--- src/rtl/uart_tx_cfg.sv ---
// Configurable UART transmitter: one shift register plus one holding register,
// so a second word can wait while a frame is on the line.
module uart_tx_cfg #(
    parameter int CLKS_PER_BIT = 16,
    parameter int DATA_BITS    = 8,
    parameter int PARITY       = 0,
    parameter int STOP_BITS    = 1
) (
    input  logic                 clock,
    input  logic                 reset,
    input  logic [DATA_BITS-1:0] tx_data,
    input  logic                 tx_valid,
    output logic                 tx_ready,
    output logic                 serial_output,
    output logic                 busy
);

    if (CLKS_PER_BIT < 2 || CLKS_PER_BIT > 65535) begin : g_bad_clks_per_bit
        $error("uart_tx_cfg: CLKS_PER_BIT must be in 2..65535");
    end
    if (DATA_BITS < 5 || DATA_BITS > 9) begin : g_bad_data_bits
        $error("uart_tx_cfg: DATA_BITS must be in 5..9");
    end
    if (PARITY < 0 || PARITY > 2) begin : g_bad_parity
        $error("uart_tx_cfg: PARITY must be 0, 1 or 2");
    end
    if (STOP_BITS < 1 || STOP_BITS > 2) begin : g_bad_stop_bits
        $error("uart_tx_cfg: STOP_BITS must be 1 or 2");
    end

    typedef enum logic [2:0] {
        ST_IDLE,
        ST_START,
        ST_DATA,
        ST_PARITY,
        ST_STOP
    } state_t;

    state_t               state_q, state_d;
    logic [15:0]          cnt_q, cnt_d;
    logic [3:0]           idx_q, idx_d;
    logic [DATA_BITS-1:0] shift_q, shift_d;
    logic [DATA_BITS-1:0] hold_q, hold_d;
    logic                 hold_full_q, hold_full_d;
    logic                 par_q, par_d;
    logic                 tx_q, tx_d;

    logic                 accept;
    logic                 bit_end;
    logic                 load_direct;

    function automatic logic calc_par(input logic [DATA_BITS-1:0] w);
        return (PARITY == 1) ? ~(^w) : (^w);
    endfunction

    assign accept  = tx_valid && !hold_full_q;
    assign bit_end = (cnt_q == 16'(CLKS_PER_BIT - 1));

    always_comb begin
        state_d     = state_q;
        cnt_d       = cnt_q;
        idx_d       = idx_q;
        shift_d     = shift_q;
        hold_d      = hold_q;
        hold_full_d = hold_full_q;
        par_d       = par_q;
        tx_d        = tx_q;
        load_direct = 1'b0;

        if (state_q != ST_IDLE) begin
            cnt_d = bit_end ? 16'd0 : 16'(cnt_q + 16'd1);
        end

        case (state_q)
            ST_IDLE: begin
                if (accept) begin
                    load_direct = 1'b1;
                    shift_d     = tx_data;
                    par_d       = calc_par(tx_data);
                    state_d     = ST_START;
                    tx_d        = 1'b0;
                    cnt_d       = 16'd0;
                    idx_d       = 4'd0;
                end
            end
            ST_START: begin
                if (bit_end) begin
                    state_d = ST_DATA;
                    tx_d    = shift_q[0];
                    idx_d   = 4'd0;
                end
            end
            ST_DATA: begin
                if (bit_end) begin
                    if (idx_q == 4'(DATA_BITS - 1)) begin
                        idx_d = 4'd0;
                        if (PARITY != 0) begin
                            state_d = ST_PARITY;
                            tx_d    = par_q;
                        end else begin
                            state_d = ST_STOP;
                            tx_d    = 1'b1;
                        end
                    end else begin
                        shift_d = shift_q >> 1;
                        tx_d    = shift_q[1];
                        idx_d   = 4'(idx_q + 4'd1);
                    end
                end
            end
            ST_PARITY: begin
                if (bit_end) begin
                    state_d = ST_STOP;
                    tx_d    = 1'b1;
                    idx_d   = 4'd0;
                end
            end
            ST_STOP: begin
                if (bit_end) begin
                    if (idx_q == 4'(STOP_BITS - 1)) begin
                        idx_d = 4'd0;
                        // Buffered word wins; otherwise a word arriving on this edge skips the buffer.
                        if (hold_full_q) begin
                            shift_d     = hold_q;
                            par_d       = calc_par(hold_q);
                            hold_full_d = 1'b0;
                            state_d     = ST_START;
                            tx_d        = 1'b0;
                        end else if (accept) begin
                            load_direct = 1'b1;
                            shift_d     = tx_data;
                            par_d       = calc_par(tx_data);
                            state_d     = ST_START;
                            tx_d        = 1'b0;
                        end else begin
                            state_d = ST_IDLE;
                            tx_d    = 1'b1;
                        end
                    end else begin
                        idx_d = 4'(idx_q + 4'd1);
                    end
                end
            end
            default: begin
                state_d = ST_IDLE;
                tx_d    = 1'b1;
            end
        endcase

        if (accept && !load_direct) begin
            hold_d      = tx_data;
            hold_full_d = 1'b1;
        end
    end

    always_ff @(posedge clock or posedge reset) begin
        if (reset) begin
            state_q     <= ST_IDLE;
            cnt_q       <= 16'd0;
            idx_q       <= 4'd0;
            shift_q     <= '0;
            hold_q      <= '0;
            hold_full_q <= 1'b0;
            par_q       <= 1'b0;
            tx_q        <= 1'b1;
        end else begin
            state_q     <= state_d;
            cnt_q       <= cnt_d;
            idx_q       <= idx_d;
            shift_q     <= shift_d;
            hold_q      <= hold_d;
            hold_full_q <= hold_full_d;
            par_q       <= par_d;
            tx_q        <= tx_d;
        end
    end

    assign tx_ready      = !hold_full_q;
    assign serial_output = tx_q;
    assign busy          = (state_q != ST_IDLE) || hold_full_q;

endmodule

--- config.mk ---
export PLATFORM = sky130hd
export DESIGN_NAME = uart_tx_cfg
export DESIGN_NICKNAME = d
export VERILOG_FILES = /design/src/rtl/uart_tx_cfg.sv
export SDC_FILE = /design/constraint.sdc
export NUM_CORES = 1
export LEC_CHECK = 0
export ABC_AREA = 1
export CORE_MARGIN = 3
export CORE_UTILIZATION = 45
export CTS_BUF_LIST = sky130_fd_sc_hd__clkbuf_16
export DETAILED_ROUTE_END_ITERATION = 12
export MAX_ROUTING_LAYER = met4
export PLACE_DENSITY = 0.71
export SLEW_MARGIN = 15
export SYNTH_ARGS = -nofsm -noshare
export SYNTH_HDL_FRONTEND = slang
export SYNTH_SLANG_ARGS = --single-unit
--- constraint.sdc ---
create_clock -name clock -period 1.9 [get_ports clock]
set_input_delay 0.19 -clock clock [delete_from_list [all_inputs] [get_ports clock]]
set_output_delay 0.19 -clock clock [all_outputs]
set_load 0.005 [all_outputs]
==> impl_summary.log <==
[metrics] clock buffers created by TritonCTS: 5
[metrics] clock tree from TritonCTS: done
[metrics] maximum fanout along the worst path: 5
[metrics] area added between synthesis and finish: 15.8%
[metrics] initial antenna violation count: 0
[metrics] classification of the worst-slack hold path: in2async
[metrics] final-report hold violation count: 0
[metrics] synthesized netlist cell count: 360
[metrics] largest net degree at the start of global routing: 42
[metrics] Critical Path Start Type: register
[metrics] outcome: complete, no violations
[metrics] type of destination of the critical path: output pin
[metrics] routed length per placed instance: 12.6 um
[metrics] final critical-path required period: 1.78 ns
[metrics] Max stage delay on crit path: 0.45 ns
[metrics] highest clock rate: 563 MHz
[metrics] 1st-iter DRT viols: 191
[metrics] syn nets: 374
[metrics] largest cells by area after synthesis: sky130_fd_sc_hd__dfrtp_1, sky130_fd_sc_hd__nand2_1, sky130_fd_sc_hd__nand3_1
[metrics] vias after detailed routing: 2309
[metrics] fraction of final layout cells sized beyond drive strength 1: 13.5%
[metrics] data arrival time at the worst-slack endpoint: 1.59 ns
[metrics] maximum level of the CTS H-tree: 2
[metrics] number of global-route vias before repair: 2120
[metrics] number of buffers on the longest clock path: 2
[metrics] clock root buffer master: sky130_fd_sc_hd__clkbuf_16
[metrics] initial cell density of the core: 48.1%
[metrics] max-cap violation count: 0
[metrics] unrepaired setup endpoints after global routing: false
[metrics] Global Route Usage Sum: 19.8%
[metrics] FF-to-FF setup slack: 0.19 ns
[metrics] post-route cell area: 2940 um^2
[metrics] Antenna diodes: 0
[metrics] Cell Pwr Density: 1310 nW/um^2
[metrics] iteration count of the initial detailed-routing pass: 4
[metrics] hold_buf cts: 0
[metrics] transition at the pin with the smallest max-transition slack: 0.531 ns
[metrics] async set or reset register ratio after synthesis: 100%
[metrics] final slew viol count: 0
[metrics] Port Buffer Count: 13
[metrics] clock edge transition at the registers on the reported setup and hold paths: 0.06 ns
[metrics] total chip power: 0.00385 W
[metrics] Final Wtd Congestion: 0.885
[metrics] critical path data required time: 1.71 ns
[metrics] number of nets in the finished design: 397
[metrics] sequential cell area fraction in the yosys report: 40.5%
[metrics] most instantiated library cell after synthesis: sky130_fd_sc_hd__nand2_1
[metrics] post-synth design cell area: 2540 um^2
[metrics] post-synth top area cell: sky130_fd_sc_hd__dfrtp_1
[metrics] Setup Total Neg Slack: 0 ns
[metrics] wire length of the first global-routing pass: 9780 um
[metrics] post-route clock skew: 0.00726 ns
[metrics] Post-DP HPWL: 4060 um
[metrics] leakage power of the design: 1.49 nW
[metrics] count of clock tree sinks: 41
[metrics] average via count per standard cell: 5.09
[metrics] die extent in x: 81.1 um
[metrics] flip-flop and latch count after synthesis: 41
[metrics] clock insertion delay at the later pin of the skew report: 0.28 ns
[metrics] worst relative slew slack: 64.6%
[metrics] class of the most critical setup path: reg2out
[metrics] number of placement rows: 26
[metrics] Post-DRT Antenna Nets: 0
[metrics] number of fill cells: 503
[metrics] CP max stage cell: sky130_fd_sc_hd__dfrtp_2
[metrics] VDD IR-drop max: 0.000743 V
[metrics] total of warnings raised by yosys: 0
[metrics] DRC violation count after routing: 0
[metrics] Final setup violation count: 0
[metrics] core area: 5270 um^2
[metrics] synthesized area per cell: 7.04 um^2
[metrics] cell chain of the critical path: nor2_4, nand2_4, inv_4, nand2_1, clkdlybuf4s50_1
[metrics] unique cell type count in the Yosys netlist: 32
[metrics] number of flops mapped to enable cells by yosys: 0
[metrics] drt total wl: 5740 um
[metrics] final core area utilization: 55.7%
[metrics] placed standard-cell area: 2740 um^2
[metrics] most frequent cells after synthesis: sky130_fd_sc_hd__nand2_1, sky130_fd_sc_hd__dfrtp_1, sky130_fd_sc_hd__nor2_1
[metrics] DIE HEIGHT: 81.1 um
[metrics] Synth Flop Type: sky130_fd_sc_hd__dfrtp_1
[metrics] post-synth top area share: 39.5%
[metrics] Top Ports: 14
[metrics] share of the cycle needed by the critical path after routing: 93.5%
[metrics] full die area: 6570 um^2
[metrics] total overflow reported by the global router: 0
==> layout make-up <==
class,count,area [um^2],share of cell area [%]
clock buffer,5,125,4.26
clock inverter,3,37.5,1.28
inverter,41,156,5.33
multi-input combinational,272,1300,44.4
sequential,41,1030,35.1
tap,70,87.6,2.98
timing repair buffer,22,198,6.73
==> registers in the layout, summed over array words and instances, names as in the netlist <==
signal / cells
cnt_q: 16
state_q: 3
idx_q: 4
shift_q: 8
hold_q: 8
hold_full_q: 1
serial_output: 1
==> path summary, 6_finish.rpt <==
path                                                start                   endpoint  cells after the start
max in group asynchronous                           reset     state_q[0]$_DFFE_PP0P_                      3
worst min register to register  serial_output$_DFFE_PP1P_  serial_output$_DFFE_PP1P_                      2
min in group clock              serial_output$_DFFE_PP1P_  serial_output$_DFFE_PP1P_                      2
worst max register to register         cnt_q[0]$_DFF_PP0_     shift_q[3]$_DFFE_PP0P_                      8
worst min-delay path                                reset      hold_q[6]$_DFFE_PP0P_                      3
worst max-delay path               state_q[0]$_DFFE_PP0P_                       busy                      5
==> kinds of logic (layout without fill, tap and decap cells) <==
family / after synthesis / in the layout / share of synthesized area [%]
AOI/OAI and AO/OA: 46 / 46 / 9.87
xor gates and xnor gates: 3 / 3 / 1.04
adders and majority gates: 3 / 3 / 1.48
buffers and inverters: 47 / 71 / 8.14
DFF: 41 / 41 / 40.5
and+or+nand+nor: 220 / 220 / 39.0
==> per-stage QoR <==
step	hold slack, ns	std cells	setup WS (ns)
6_report	0.339	454	0.123
5_1_grt	0.399	454	0.0139
4_1_cts	0.361	450	0.00104
3_5_place_dp	0.458	442	0.202
3_3_place_gp	0.460	442	0.216
2_1_floorplan	0.335	360	0.463
==> where the power goes <==
part	internal [W]	switching [W]	leakage, nW
Sequential	0.00112	0.000209	0.535
Combinational	0.000557	0.00102	0.876
Clock	0.000610	0.000334	0.0826
Total	0.00229	0.00157	1.49
==> what timing repair did <==
item                                    in CTS  in global routing
buffers inserted                             0                  4
endpoints found under the hold margin        0                  0
pin swaps                                    0                  1
gates resized for setup                      2                  1
gates cloned                                 0                  0
endpoints found under the setup margin       1                  1
==> routing by layer <==
metal | GRT usage, % | vias up | routed length, um
li1 | - | 1197 | -
met1 | 27.6 | 1059 | 2840
met2 | 29.7 | 49 | 2610
met3 | 3.77 | 4 | 235
met4 | 4.73 | 0 | 46
met5 | - | - | 0
==> layout by cell type, fill, tap and decap left out, types with 3 or more instances in the layout <==
cell type                         count
sky130_fd_sc_hd__a21oi_1              7
sky130_fd_sc_hd__buf_4                9
sky130_fd_sc_hd__clkbuf_16            5
sky130_fd_sc_hd__clkdlybuf4s50_1     13
sky130_fd_sc_hd__dfrtp_1             38
sky130_fd_sc_hd__ha_1                 3
sky130_fd_sc_hd__inv_1               30
sky130_fd_sc_hd__inv_2               11
sky130_fd_sc_hd__nand2_1            124
sky130_fd_sc_hd__nand2_2              5
sky130_fd_sc_hd__nand3_1             33
sky130_fd_sc_hd__nand3_2              3
sky130_fd_sc_hd__nor2_1              35
sky130_fd_sc_hd__nor2_2               6
sky130_fd_sc_hd__nor3_1               3
sky130_fd_sc_hd__o21ai_0             19
sky130_fd_sc_hd__o21ai_1             15
sky130_fd_sc_hd__xor2_1               3
==> critical path, delay by kind of cell, from the launching register on <==
family / cells / cell delay, ns
buffers and inverters: 2 / 0.53
DFF: 1 / 0.45
and+or+nand+nor: 3 / 0.33
Power figures use the tool's default switching activity.
